[config.mk]
export PLATFORM = sky130hd
export DESIGN_NAME = sync_fifo_param
export DESIGN_NICKNAME = d
export VERILOG_FILES = /design/src/rtl/sync_fifo_param.sv
export SDC_FILE = /design/constraint.sdc
export NUM_CORES = 1
export LEC_CHECK = 0
export CAP_MARGIN = 10
export CORE_ASPECT_RATIO = 0.6
export CORE_MARGIN = 5
export CORE_UTILIZATION = 63
export DETAILED_ROUTE_END_ITERATION = 10
export PLACE_DENSITY = 0.84
export SETUP_SLACK_MARGIN = 0.4
export SYNTH_ARGS = -nofsm -noshare
export SYNTH_HDL_FRONTEND = slang
export SYNTH_SLANG_ARGS = --single-unit
export TNS_END_PERCENT = 50
[constraint.sdc]
create_clock -name clk -period 9.1 [get_ports clk]
set_clock_uncertainty 0.2 [all_clocks]
set_input_delay 2.73 -clock clk [delete_from_list [all_inputs] [get_ports clk]]
set_output_delay 2.73 -clock clk [all_outputs]
set_load 0.005 [all_outputs]
[src/rtl/sync_fifo_param.sv]
// Single-clock FIFO with power-of-two depth, programmable almost-full/almost-empty thresholds and a live fill level.
// Define SYNC_FIFO_ERR_FLAGS_EN to build the sticky overflow/underflow detectors; otherwise those ports are tied low.
module sync_fifo_param #(
    parameter int DATA_W    = 32,
    parameter int ADDR_W    = 3,
    parameter int AFULL_TH  = 6,
    parameter int AEMPTY_TH = 1
) (
    input  logic              clk,
    input  logic              rst,
    input  logic              w_en,
    input  logic [DATA_W-1:0] wdata,
    input  logic              r_en,
    output logic [DATA_W-1:0] rdata,
    output logic              rvalid,
    output logic              full,
    output logic              empty,
    output logic              almost_full,
    output logic              almost_empty,
    output logic [ADDR_W:0]   level,
    output logic              overflow,
    output logic              underflow
);

    localparam int DEPTH = 2 ** ADDR_W;
    localparam logic [ADDR_W:0] FULL_LVL   = (ADDR_W + 1)'(DEPTH);
    localparam logic [ADDR_W:0] AFULL_LVL  = (ADDR_W + 1)'(AFULL_TH);
    localparam logic [ADDR_W:0] AEMPTY_LVL = (ADDR_W + 1)'(AEMPTY_TH);

    logic [DATA_W-1:0] mem [DEPTH];
    logic [ADDR_W:0]   wptr;
    logic [ADDR_W:0]   rptr;
    logic              wr_acc;
    logic              rd_acc;

    // Flags decode the level register directly, so they move in the same cycle as level.
    assign full         = (level == FULL_LVL);
    assign empty        = (level == '0);
    assign almost_full  = (level >= AFULL_LVL);
    assign almost_empty = (level <= AEMPTY_LVL);

    assign wr_acc = w_en & ~full;
    assign rd_acc = r_en & ~empty;

    // NOTE: the storage array has no reset; stale words are unreachable because the pointers restart at zero.
    always_ff @(posedge clk) begin
        if (!rst && wr_acc) begin
            mem[wptr[ADDR_W-1:0]] <= wdata;
        end
    end

    // NOTE: all sequential state uses non-blocking assignments so every register samples pre-edge values.
    always_ff @(posedge clk) begin
        if (rst) begin
            wptr   <= '0;
            rptr   <= '0;
            level  <= '0;
            rdata  <= '0;
            rvalid <= 1'b0;
        end else begin
            rvalid <= rd_acc;
            if (wr_acc) begin
                wptr <= wptr + 1'b1;
            end
            if (rd_acc) begin
                rptr  <= rptr + 1'b1;
                rdata <= mem[rptr[ADDR_W-1:0]];
            end
            case ({wr_acc, rd_acc})
                2'b10:   level <= level + 1'b1;
                2'b01:   level <= level - 1'b1;
                default: level <= level;
            endcase
        end
    end

`ifdef SYNC_FIFO_ERR_FLAGS_EN
    logic overflow_q;
    logic underflow_q;

    // Sticky until reset; a rejected request is flagged one cycle after it is seen.
    always_ff @(posedge clk) begin
        if (rst) begin
            overflow_q  <= 1'b0;
            underflow_q <= 1'b0;
        end else begin
            if (w_en && full) begin
                overflow_q <= 1'b1;
            end
            if (r_en && empty) begin
                underflow_q <= 1'b1;
            end
        end
    end

    assign overflow  = overflow_q;
    assign underflow = underflow_q;
`else
    assign overflow  = 1'b0;
    assign underflow = 1'b0;
`endif

endmodule

======== After elaboration in Yosys (flattened, before gate mapping) ========
Memories as Yosys holds them, arrays and structs flattened. A register that Yosys moved wholly into a read port is not among the register bits.
Index checks and enable logic that the tools add are counted.
word-level totals
  memories kept ........................... 1
  output and inout bits ................... 43
  RAM bits ................................ 256
  word-level logic and storage cells ...... 25
  bits in registers ....................... 13
  input port bits ......................... 36
memories
  memory  words  width  read ports  clocked after memory_dff  wr ports  line  text
  mem     8      32     1           1                         1         30    logic [DATA_W-1:0] mem [DEPTH];
cells by class
  order comparisons ....................... 2
  equal/unequal tests ..................... 3
  add/sub/neg operators ................... 4
  reduce and logical (&&, ||, !) cells .... 4
  bitwise operators ....................... 4
  mux-type cells .......................... 3
operator list
  cell                                                  count
  adder 4 x 1 -> 4 bit (second input constant)          3
  case mux 4 bit (2 select lines)                       1
  equality test 4 bit (second input constant)           1
  >= comparator 4 x 3 -> 1 bit (second input constant)  1
  <= comparator 4 x 1 -> 1 bit (second input constant)  1
  zero test 4 bit                                       1
  subtractor 4 x 1 -> 4 bit (second input constant)     1
  bitwise AND 1 bit                                     2
  equality test 2 x 1 -> 1 bit (second input constant)  1
  equality test 2 bit (second input constant)           1
  2-to-1 mux 1 bit                                      2
  inverter 1 bit                                        2
  nonzero test 2 bit                                    1
  logical AND 1 bit                                     1
  zero test 1 bit                                       1

======== Longest topological paths before layout ========
  depth in word-level cells ............... 6
  depth in mapped cells ................... 11
  depth with buffers taken out ............ 10

======== Least setup slack after synthesis ========
No wires, ideal clock.
  kind .................................... input -> register
  from .................................... in w_en
  to ...................................... mem mem[0][0] (enable)
  data required time ...................... 8.399 ns
  stages on the path ...................... 3
  path slack .............................. 2.198 ns
  arrival ................................. 6.200 ns
  buffers on the path ..................... 0
  setup time .............................. 0.501 ns
  path through ............................ nand2_1 or2_2 nor4_1
between the ends
  word-level cells in the longest chain between the ends .. 4
ends and longest elaborated chain
  item                                    line  text
  from (decl)                             11    input logic w_en,
  bitwise AND 1 bit                       42    assign wr_acc = w_en & ~full;
  logical AND 1 bit                       47    if (!rst && wr_acc) begin
  2-to-1 mux 1 bit                        47
  2-to-1 mux 1 bit (implied by the code)  48    mem[wptr[ADDR_W-1:0]] <= wdata;
  to (decl)                               30
No other way between the ends.

======== Final worst setup path ========
  from .................................... in r_en
  to ...................................... reg level[3]
between the ends
  word-level cells in the longest chain between the ends .. 3
  elaborated cells between the ends (all ways) .. 5
  those cells by class .................... eq/ne (2); mux (1); bitwise (1); reduce/logical (1)
ends and longest elaborated chain
  item                                                                          line  text
  from (decl)                                                                   13    input logic r_en,
  bitwise AND 1 bit (*)                                                         43    assign rd_acc = r_en & ~empty;
  equality test 2 x 1 -> 1 bit / equality test 2 bit (equally long branches)    69    case ({wr_acc, rd_acc})
  case mux 4 bit (2 select lines) / nonzero test 2 bit (equally long branches)  --
  to (signal assigned)                                                          70    2'b10: level <= level + 1'b1;
  to (signal assigned)                                                          71    2'b01: level <= level - 1'b1;
  to (signal assigned)                                                          72    default: level <= level;
  to (decl)                                                                     20    output logic [ADDR_W:0] level,
Mark *: on every way between the ends. The rest lies on a longest branch, timed or not.
A chain may end at the register's enable or synchronous reset.

==> qor.yml <==
place:
  dp.final_hpwl_um: 12600
  place_congestion: 0.725
  place_area_mm2: 0.0124
  place.port_buffers: 76
  place_ws_ps: 3270
routing:
  vias_per_cell: 5.96
  drc: 0
  routedWlPerCell_um: 22.1
  firstDrtPassIters: 5
  vias: 6166
  antenna_left: 0
  wl_um: 22800
  first_iter_violations: 487
setup_path:
  worst-path-max-fanout: 35
  crit_family: "buffers and inverters"
  path_cells: "clkdlybuf4s50_1 -> nand2_4 -> inv_2 -> ha_1 -> or4b_1 -> a21oi_1 -> xnor2_1 -> nor2_1"
  max_stage_delay_ps: 710
  cp-end-kind: "flip-flop"
  r2r_cells: 10
  arrival_ps: 5470
  regToRegSetupSlack_ps: 5470
  path_class: "input pin to flip-flop"
  worst_setup_path_start_kind: "input pin"
  startpoint: "r_en"
  worst-path-stages: 8
  endpoint: "level[3]"
  crit_buf_inv: 2
  cp_slowest_cell: "inv_2"
  r2r_start: "level[1]"
  rr_endpoint: "level[3]"
  crit_required_ps: 9290
clock_network:
  clockRootBuffer: "clkbuf_16"
  clock_sinks: 299
  numCtsBuffers: 26
  cts.clk_slew.worst_paths_ps: 70
  cts_buffer_depth: 3
  insertion_delay_ps: 520
  cts_tree: "yes"
  htree_levels: 1
  cts_resized: 0
  post_cts_buffers: 0
  cts_hold_buf: 0
synthesis:
  ys.flop_type: "edfxtp_1"
  syn_area_mm2: 0.0115
  postSynthCellCount: 701
  ys_types: 35
  synth_area_per_cell_um2: 16.4
  async_flop_share: 0
  synth-edff-count: 256
  yosysSeqAreaShare: 0.744
  ys_warn_count: 0
  synth-seq-cells: 299
layout:
  mostFrequentLayoutCells: "256 x edfxtp_1, 129 x mux2i_1, 75 x clkdlybuf4s50_1, 64 x a22oi_1"
  area_growth_syn_to_layout_pct: 16.0
  final_common_cell: "edfxtp_1"
  drive_above_1_share: 0.0844
  num_antenna_cells: 0
  final_nets: 817
  n_fill_cell: 1077
  design_area_mm2: 0.0133
global_routing:
  gr-usage-all-layers: 0.220
  grt-ovfl-total: 0
  grt_antenna_before_repair: 0
  grt_pass1_vias: 6415
  grt_first_pass_wirelength_um: 35600
  grt_max_degree: 72
die:
  dieArea_mm2: 0.0211
  die_y_um: 115
  initial_core_util: 0.639
  num_rows: 38
  die_w_um: 184
  pin_count: 79
  coreArea_mm2: 0.0180
power_and_ir_drop:
  ir_drop_uv: 185
  p_leak_nw: 4.29
  total_power_mw: 3.57
  power_density_mw_per_mm2: 268
sta:
  hold_violations: 0
  fin_crit_ps: 5280
  tightest_slew_ps: 1180
  fmax_mhz: 189
  relSlewSlack: 0.210
  finalSetupViolations: 0
  drv_slew: 0
  fin_ws_ps: 3820
  tns_ps: 0
  min_period_over_period: 0.581
  rsz0062_at_grt: "false"
job:
  cap_viol_max_count: 0
min_path:
  worstHoldPathType: "flip-flop to flip-flop"
outcome:
  status: "completed"
## worst reg2reg max path, delay by kind of cell (launching register included)
family	cells	cell delay (ps)
simple gates	4	1040
xor+xnor	1	130
flops	1	450
compound gates	1	190
buf+inv	2	850
fa+ha+maj	2	630
## synth_stat cells, types with 2 or more instances
library cell,number,share of area
edfxtp_1,256,0.67
mux2i_1,129,0.11
a22oi_1,64,0.042
nor2_1,49,0.016
dfxtp_1,43,0.075
a21oi_1,37,0.016
nor3_1,31,0.014
buf_2,15,0.0065
buf_6,11,0.011
clkbuf_1,10,0.0033
ha_1,7,0.0076
nand2_1,7,0.0023
buf_4,5,0.0033
inv_1,4,0.0013
nand3_1,4,0.0017
xor2_1,4,0.0031
nand3b_1,2,0.0013
nor2b_1,2,0.0011
nor3_2,2,0.0017
nor4_1,2,0.0011
o21ai_0,2,0.00087
xnor2_1,2,0.0015
## sequential cells by signal (all words and copies together), names as in the netlist
signal	count
level	4
mem	256
rdata	32
rptr	3
rvalid	1
wptr	3
## per-layer routing
layer	share of wire	track usage	up-vias
li1	-	-	2857
met1	0.43	0.307	3058
met2	0.49	0.369	215
met3	0.064	0.0406	36
met4	0.016	0.0492	0
met5	0	0	-
## cell families (layout without fill, tap and decap cells)
logic type               count (synthesis)  after routing  share of synthesized area
other                                    1              2                   0.000327
adder cells (fa/ha/maj)                  7              7                    0.00763
AO/OA/AOI/OAI                          104            104                     0.0595
AND/OR/NAND/NOR                        107            107                     0.0446
buffers and inverters                   48            140                     0.0265
multiplexers                           129            129                      0.112
XOR/XNOR                                 6              6                    0.00458
flip-flops                             299            299                      0.744
## worst min-delay path by stage
stage	startpoint	end	slack, ps	cells past startpoint
floorplan	wptr[0]	wptr[0]	260	2
global placement	wptr[0]	wptr[0]	280	2
detailed placement	rdata[13]	rdata[13]	290	2
CTS	rdata[28]	rdata[28]	300	2
global route	rdata[3]	rdata[3]	340	2
finish	rdata[28]	rdata[28]	300	2
## per-stage QoR
step,instances,utilization,hold WS [ps]
6_report,1034,0.741,301
4_1_cts,1033,0.740,302
3_3_place_gp,985,0.690,278
2_1_floorplan,702,-,262
5_1_grt,1034,0.741,335
3_5_place_dp,985,0.690,293
## power breakdown
| part | internal (mW) | switching (mW) |
|---|---|---|
| Combinational | 0.389 | 0.367 |
| Sequential | 1.57 | 0.111 |
| Clock | 0.683 | 0.450 |
## layout make-up
class	count	area [µm²]	share of cell area
Multi-Input combinational cell	355	2700	0.203
Tap cell	240	300	0.0226
Inverter	5	18.8	0.00141
Clock buffer	39	751	0.0564
Clock inverter	9	145	0.0109
Sequential cell	299	8550	0.642
Timing Repair Buffer	87	851	0.0639
Note: power is estimated with default switching activity, not from simulation.
==> patch 1 (config.mk and constraints unchanged) <==
Register the output `level` once more, cleared by the reset; this adds one clock of latency there. The other outputs are not delayed to match. Comments in the files are not updated.
--- a/src/rtl/sync_fifo_param.sv
+++ b/src/rtl/sync_fifo_param.sv
@@ -27,6 +27,8 @@
     localparam logic [ADDR_W:0] AFULL_LVL  = (ADDR_W + 1)'(AFULL_TH);
     localparam logic [ADDR_W:0] AEMPTY_LVL = (ADDR_W + 1)'(AEMPTY_TH);
 
+    logic [ADDR_W:0] level_s0;
+
     logic [DATA_W-1:0] mem [DEPTH];
     logic [ADDR_W:0]   wptr;
     logic [ADDR_W:0]   rptr;
@@ -34,10 +36,10 @@
     logic              rd_acc;
 
     // Flags decode the level register directly, so they move in the same cycle as level.
-    assign full         = (level == FULL_LVL);
-    assign empty        = (level == '0);
-    assign almost_full  = (level >= AFULL_LVL);
-    assign almost_empty = (level <= AEMPTY_LVL);
+    assign full         = (level_s0 == FULL_LVL);
+    assign empty        = (level_s0 == '0);
+    assign almost_full  = (level_s0 >= AFULL_LVL);
+    assign almost_empty = (level_s0 <= AEMPTY_LVL);
 
     assign wr_acc = w_en & ~full;
     assign rd_acc = r_en & ~empty;
@@ -54,7 +56,7 @@
         if (rst) begin
             wptr   <= '0;
             rptr   <= '0;
-            level  <= '0;
+            level_s0 <= '0;
             rdata  <= '0;
             rvalid <= 1'b0;
         end else begin
@@ -67,9 +69,9 @@
                 rdata <= mem[rptr[ADDR_W-1:0]];
             end
             case ({wr_acc, rd_acc})
-                2'b10:   level <= level + 1'b1;
-                2'b01:   level <= level - 1'b1;
-                default: level <= level;
+                2'b10:   level_s0 <= level_s0 + 1'b1;
+                2'b01:   level_s0 <= level_s0 - 1'b1;
+                default: level_s0 <= level_s0;
             endcase
         end
     end
@@ -100,5 +102,13 @@
     assign underflow = 1'b0;
 `endif
 
+    always_ff @(posedge clk) begin
+        if (rst) begin
+            level <= '0;
+        end else begin
+            level <= level_s0;
+        end
+    end
+
 endmodule
 
Formal check against the unedited RTL: not equivalent (a bounded check fails within 4 cycles, from zero or initial values and one cycle with rst high).
==> patch 1 against the original RTL <==
- cell area rose by 2.1%
- routed wire length up 4.2%
- via count grew 3.0%
- synthesized area increased by 3.4%
- power rose by 1.0%
- worst setup slack worse by 0.0060 ns
- sequential cell count increased by 4
==> patch 1: results (changes against the original RTL) <==
Status: finished clean
Final HPWL DP: 12.74 mm (+1.1%)
Post-CTS Setup Bufs: 0 (unchanged)
Share of cells above drive strength 1: 0.1610 (+0.07667)
CP max FO: 35 (unchanged)
Dpl ws: 3.304 ns (+0.03194 ns)
Sequential area share after synthesis: 0.7267 (-0.01773)
Main synth FF type: edfxtp_1
Ys Warns: 0 (unchanged)
CP max stage cell: inv_4
CTS clk-pin slew, worst paths: 0.07 ns (about the same)
Max-slew headroom: 0.2199 (+0.01026)
# resized after CTS: 0 (unchanged)
Area contributors post-synth: edfxtp_1 65%, mux2i_1 11%, dfxtp_1 7.9%, a22oi_1 4.0%, nor3_2 2.7%
Clk Tree Root Cell: clkbuf_16
Remaining DRCs: 0 (unchanged)
Largest register FFs: 256 (unchanged)
Vias in the first global route: 6612 (+3.1%)
Gate Count Post-Synth: 710 (+1.3%)
Ys async rst share: 0 (unchanged)
TritonRoute pass-1 iters: 5 (unchanged)
Reg2reg path depth: 10 (unchanged)
First-pass GRT wire length: 37.18 mm (+4.4%)
Largest net degree at the start of global routing: 70 (-2.8%)
Worst hold path type: register to register
1st-iter DRT viols: 651 (+34%)
IO Port Bufs: 76 (unchanged)
Fill cells: 1068 (-0.84%)
GRT Overall Usage: 0.2215 (+0.001431)
Slowest stage delay, CP: 0.65 ns (-0.06 ns)
Post-Layout Cell Count: 1041 (+0.68%)
VDD IR max: 238.4 µV (+29%)
Placed Cells: 991 (+0.61%)
Initial antenna violation count: 1 (+1)
Number of diodes: 0 (unchanged)
Clock Path Buffers: 3 (unchanged)
CP top delay family: buffers and inverters
EDFF count, synth: 256 (unchanged)
Leak pwr: 4.347 nW (+1.3%)
H-tree levels: 1 (unchanged)
DR vias: 6349 (+3.0%)
Synth cell count leaders: 256 x edfxtp_1, 129 x mux2i_1, 64 x a22oi_1, 47 x dfxtp_1, 36 x a21oi_1
Inserted Clock Buffers: 26 (unchanged)
Final nets: 824 (+0.86%)
Setup-failing EPs final: 0 (unchanged)
GPL Wtd Cong: 0.7430 (+2.5%)
Worst skew pair latency: 0.53 ns
Routed WL per cell: 22.83 µm (+3.5%)
Hold Path Cell Cnt: 2 (unchanged)
Library cells used by synthesis: 38 (+8.6%)
Data arrival, critical path: 5.47 ns (about the same)
patch 1: cell types whose count changed after synthesis, sizes merged:
cell | unedited run | this run
dfxtp | 43 | 47
nor2 | 49 | 51
nor2b | 2 | 4
clkbuf | 11 | 12
patch 1: kinds of logic after synthesis:
kind of cell               after synthesis  synth area share
AOI/OAI and AO/OA                      104           0.05786
xor gates and xnor gates                 6          0.004426
adders and majority gates                7          0.007377
buffers and inverters                   49           0.03098
DFF                                    303            0.7267
muxes                                  129            0.1088
other                                    1         0.0003159
and+or+nand+nor                        111           0.06355
patch 1: power by group:
| group | internal (mW) | switching [mW] | total (mW) | leakage [nW] |
|---|---|---|---|---|
| Sequential | 1.59 | 0.117 | 1.71 | 2.70 |
| Clock | 0.603 | 0.476 | 1.08 | 0.415 |
| Combinational | 0.412 | 0.406 | 0.818 | 1.23 |
| Total | 2.61 | 1.00 | 3.61 | 4.35 |
patch 1: final timing paths:
path	startpoint	to	slack, ns
worst min-delay path	wptr[0]$_SDFFE_PP0P_	wptr[0]$_SDFFE_PP0P_	0.30
worst max register to register	level_s0[0]$_SDFFE_PP0P_	level_s0[3]$_SDFFE_PP0P_	5.46
worst min register to register	wptr[0]$_SDFFE_PP0P_	wptr[0]$_SDFFE_PP0P_	0.30
worst max-delay path	r_en	level_s0[3]$_SDFFE_PP0P_	3.81
patch 1: metal layers:
| layer | part of all wire | vias to the layer above | GRT usage |
|---|---|---|---|
| li1 | - | 2876 | - |
| met3 | 0.067 | 44 | 0.03763 |
| met4 | 0.018 | 2 | 0.05268 |
| met5 | 0.00046 | - | 0 |
| met1 | 0.44 | 3191 | 0.3169 |
| met2 | 0.47 | 236 | 0.3667 |
patch 1: final cells by class:
| type | count | area, µm² | area share |
|---|---|---|---|
| flip-flops and latches | 303 | 8632 | 0.6351 |
| multi-input cells | 359 | 2945 | 0.2167 |
| repair buffers | 86 | 855.8 | 0.06297 |
| clock buffers | 33 | 696.9 | 0.05127 |
| well taps | 240 | 300.3 | 0.02209 |
| clock inverters | 15 | 140.1 | 0.01031 |
| inverters | 5 | 21.27 | 0.001565 |
patch 1: worst reg2reg max path: cells and delay by family (launching register included):
| family | cells | cell delay (ns) |
|---|---|---|
| fa+ha+maj | 2 | 0.64 |
| compound gates | 1 | 0.17 |
| flops | 1 | 0.44 |
| simple gates | 4 | 1.13 |
| buf+inv | 2 | 0.78 |
| xor+xnor | 1 | 0.13 |
patch 1: through the flow:
| stage | instance area [µm²] | hold slack [ns] |
|---|---|---|
| after global routing | 13590 | 0.3245 |
| final | 13590 | 0.2977 |
| after global placement | 12710 | 0.2881 |
| after floorplan | 11880 | 0.2669 |
| after CTS | 13550 | 0.2985 |
| after detailed placement | 12710 | 0.2889 |
==> patch 2 (same flow settings) <==
Without the edit above. The option `SYNC_FIFO_ERR_FLAGS_EN` is turned on by a define.
--- a/src/rtl/sync_fifo_param.sv
+++ b/src/rtl/sync_fifo_param.sv
@@ -1,5 +1,7 @@
 // Single-clock FIFO with power-of-two depth, programmable almost-full/almost-empty thresholds and a live fill level.
 // Define SYNC_FIFO_ERR_FLAGS_EN to build the sticky overflow/underflow detectors; otherwise those ports are tied low.
+`define SYNC_FIFO_ERR_FLAGS_EN
+
 module sync_fifo_param #(
     parameter int DATA_W    = 32,
     parameter int ADDR_W    = 3,
Formal check against the unedited RTL: not equivalent (Yosys sat finds a counterexample within 4 cycles, from zero or initial values and one cycle with rst high).
==> patch 2 against the original RTL <==
- first-iteration DRC count rose by 2.3%
- register-to-register slack worse by 0.02 ns
- worst setup slack got worse by 0.058 ns
- sequential cell count rose by 2
- die area is 0.41% higher
- synthesized area rose by 0.45%
- combinational power grew 6.3%
- sequential share of layout area is 0.42 points higher
- power fell by 2.2%
- cell area fell by 0.19%
- non-clock buffer count decreased by 2
- routed wire length shrank 2.5%
- fmax shrank 1.1%
==> patch 2: results (changes against the original RTL) <==
Status: finished clean
Slowest stage delay, CP: 0.67 ns (-0.04 ns)
First-pass GRT wire length: 34.69 mm (-2.6%)
Area contributors post-synth: edfxtp_1 67%, mux2i_1 11%, dfxtp_1 7.8%, a22oi_1 4.2%, a21oi_1 1.7%
VDD IR max: 186.5 µV (+0.85%)
Final HPWL DP: 12.27 mm (-2.7%)
Worst-Margin Slew: 1.196 ns (+0.01292 ns)
Syn_nets: 748
Final nets: 819 (+0.24%)
Most common cell in the netlist: edfxtp_1
Inserted Clock Buffers: 26 (unchanged)
Largest net degree at the start of global routing: 64 (-11%)
# resized after CTS: 0 (unchanged)
FF-to-FF setup slack: 5.45 ns (-0.02 ns)
Hold_buf cts: 0 (unchanged)
1st-iter DRT viols: 498 (+2.3%)
Leak pwr: 4.269 nW (-0.54%)
Library cells used by synthesis: 32 (-8.6%)
Ys Warns: 0 (unchanged)
Ys async rst share: 0 (unchanged)
Dpl ws: 3.216 ns (-0.05596 ns)
Worst hold path type: register to register
Clk Tree Root Cell: clkbuf_16
H-tree levels: 1 (unchanged)
Share of cells above drive strength 1: 0.08543 (+0.001044)
Data arrival, critical path: 5.51 ns (+0.04 ns)
GPL Wtd Cong: 0.7697 (+6.2%)
Vias in the first global route: 6429 (+0.22%)
Crit share post-route: 0.5871 (+0.006382)
CP max FO: 35 (unchanged)
Post-CTS Setup Bufs: 0 (unchanged)
CP max stage cell: inv_2
Routed WL: 22.24 mm (-2.5%)
Largest register FFs: 256 (unchanged)
EDFF count, synth: 256 (unchanged)
TritonRoute pass-1 iters: 5 (unchanged)
Sum Neg Setup Slack: 0 ns (unchanged)
DR vias: 6255 (+1.4%)
IO Port Bufs: 78 (+2.6%)
Worst skew pair latency: 0.52 ns (about the same)
Number of diodes: 0 (unchanged)
GRT Overall Usage: 0.2109 (-0.009178)
Setup-failing EPs final: 0 (unchanged)
CTS clk-pin slew, worst paths: 0.07 ns (about the same)
Initial antenna violation count: 1 (+1)
Gate Count Post-Synth: 705 (+0.57%)
Sequential area share after synthesis: 0.7446 (about the same)
Clock Path Buffers: 3 (unchanged)
Top cell type's share of synthesized area: 0.6665 (-0.002978)
Synth cell count leaders: 256 x edfxtp_1, 129 x mux2i_1, 64 x a22oi_1, 51 x nor2_1, 45 x dfxtp_1
Fill cells: 1068 (-0.84%)
[patch 2: cell count changes in the layout (fill, tap and decap cells not counted), moves of 3 or more]
cell,change
buf_4,-3
bufinv_16,-4
clkbuf_1,-7
clkinv_1,+5
clkinv_2,+4
nor3_1,-3
nor3_2,+3
[patch 2: routing by layer]
metal,part of all wire,global-route usage
met5,0.00090,0
met4,0.018,0.04985
met3,0.060,0.03446
met2,0.48,0.3497
met1,0.44,0.3020
[patch 2: per-stage QoR]
stage	instance area [µm²]	cells	hold slack [ns]
detailed placement	12480	988	0.2631
CTS	13290	1036	0.2800
global route	13290	1036	0.3203
floorplan	11530	705	0.2604
global placement	12480	988	0.2495
finish	13290	1036	0.2726
[patch 2: worst max-delay path: cells and delay by family]
kind / cells / cell delay (ns)
buffers and inverters: 2 / 1.23
AO/OA/AOI/OAI: 1 / 0.21
XOR/XNOR: 1 / 0.14
adder cells (fa/ha/maj): 1 / 0.36
AND/OR/NAND/NOR: 3 / 0.79
[patch 2: cell families (layout without fill, tap and decap cells)]
group,after synthesis,after routing,share of synthesized area
muxes,129,129,0.1120
buffers and inverters,47,138,0.02484
DFF,301,301,0.7446
adders and majority gates,7,7,0.007593
xor gates and xnor gates,6,6,0.004556
and+or+nand+nor,109,109,0.04632
AOI/OAI and AO/OA,106,106,0.06010
[patch 2: final timing paths]
kind	depth (start not counted)	end	start
min	2	underflow$_SDFFE_PP0P_	underflow$_SDFFE_PP0P_
min reg2reg	2	underflow$_SDFFE_PP0P_	underflow$_SDFFE_PP0P_
max reg2reg	10	level[3]$_SDFFE_PP0P_	level[0]$_SDFFE_PP0P_
max	8	level[3]$_SDFFE_PP0P_	r_en
[patch 2: power by group]
group / switching [mW] / total, mW / internal, mW
clock: 0.465 / 1.04 / 0.574
sequential: 0.0662 / 1.65 / 1.58
combinational: 0.415 / 0.804 / 0.390
[patch 2: layout make-up]
class / count / area share
clock buffer: 33 / 0.05554
timing repair buffer: 85 / 0.06232
tap: 240 / 0.02259
clock inverter: 15 / 0.005648
multi-input combinational: 357 / 0.2061
sequential: 301 / 0.6464
inverter: 5 / 0.001412
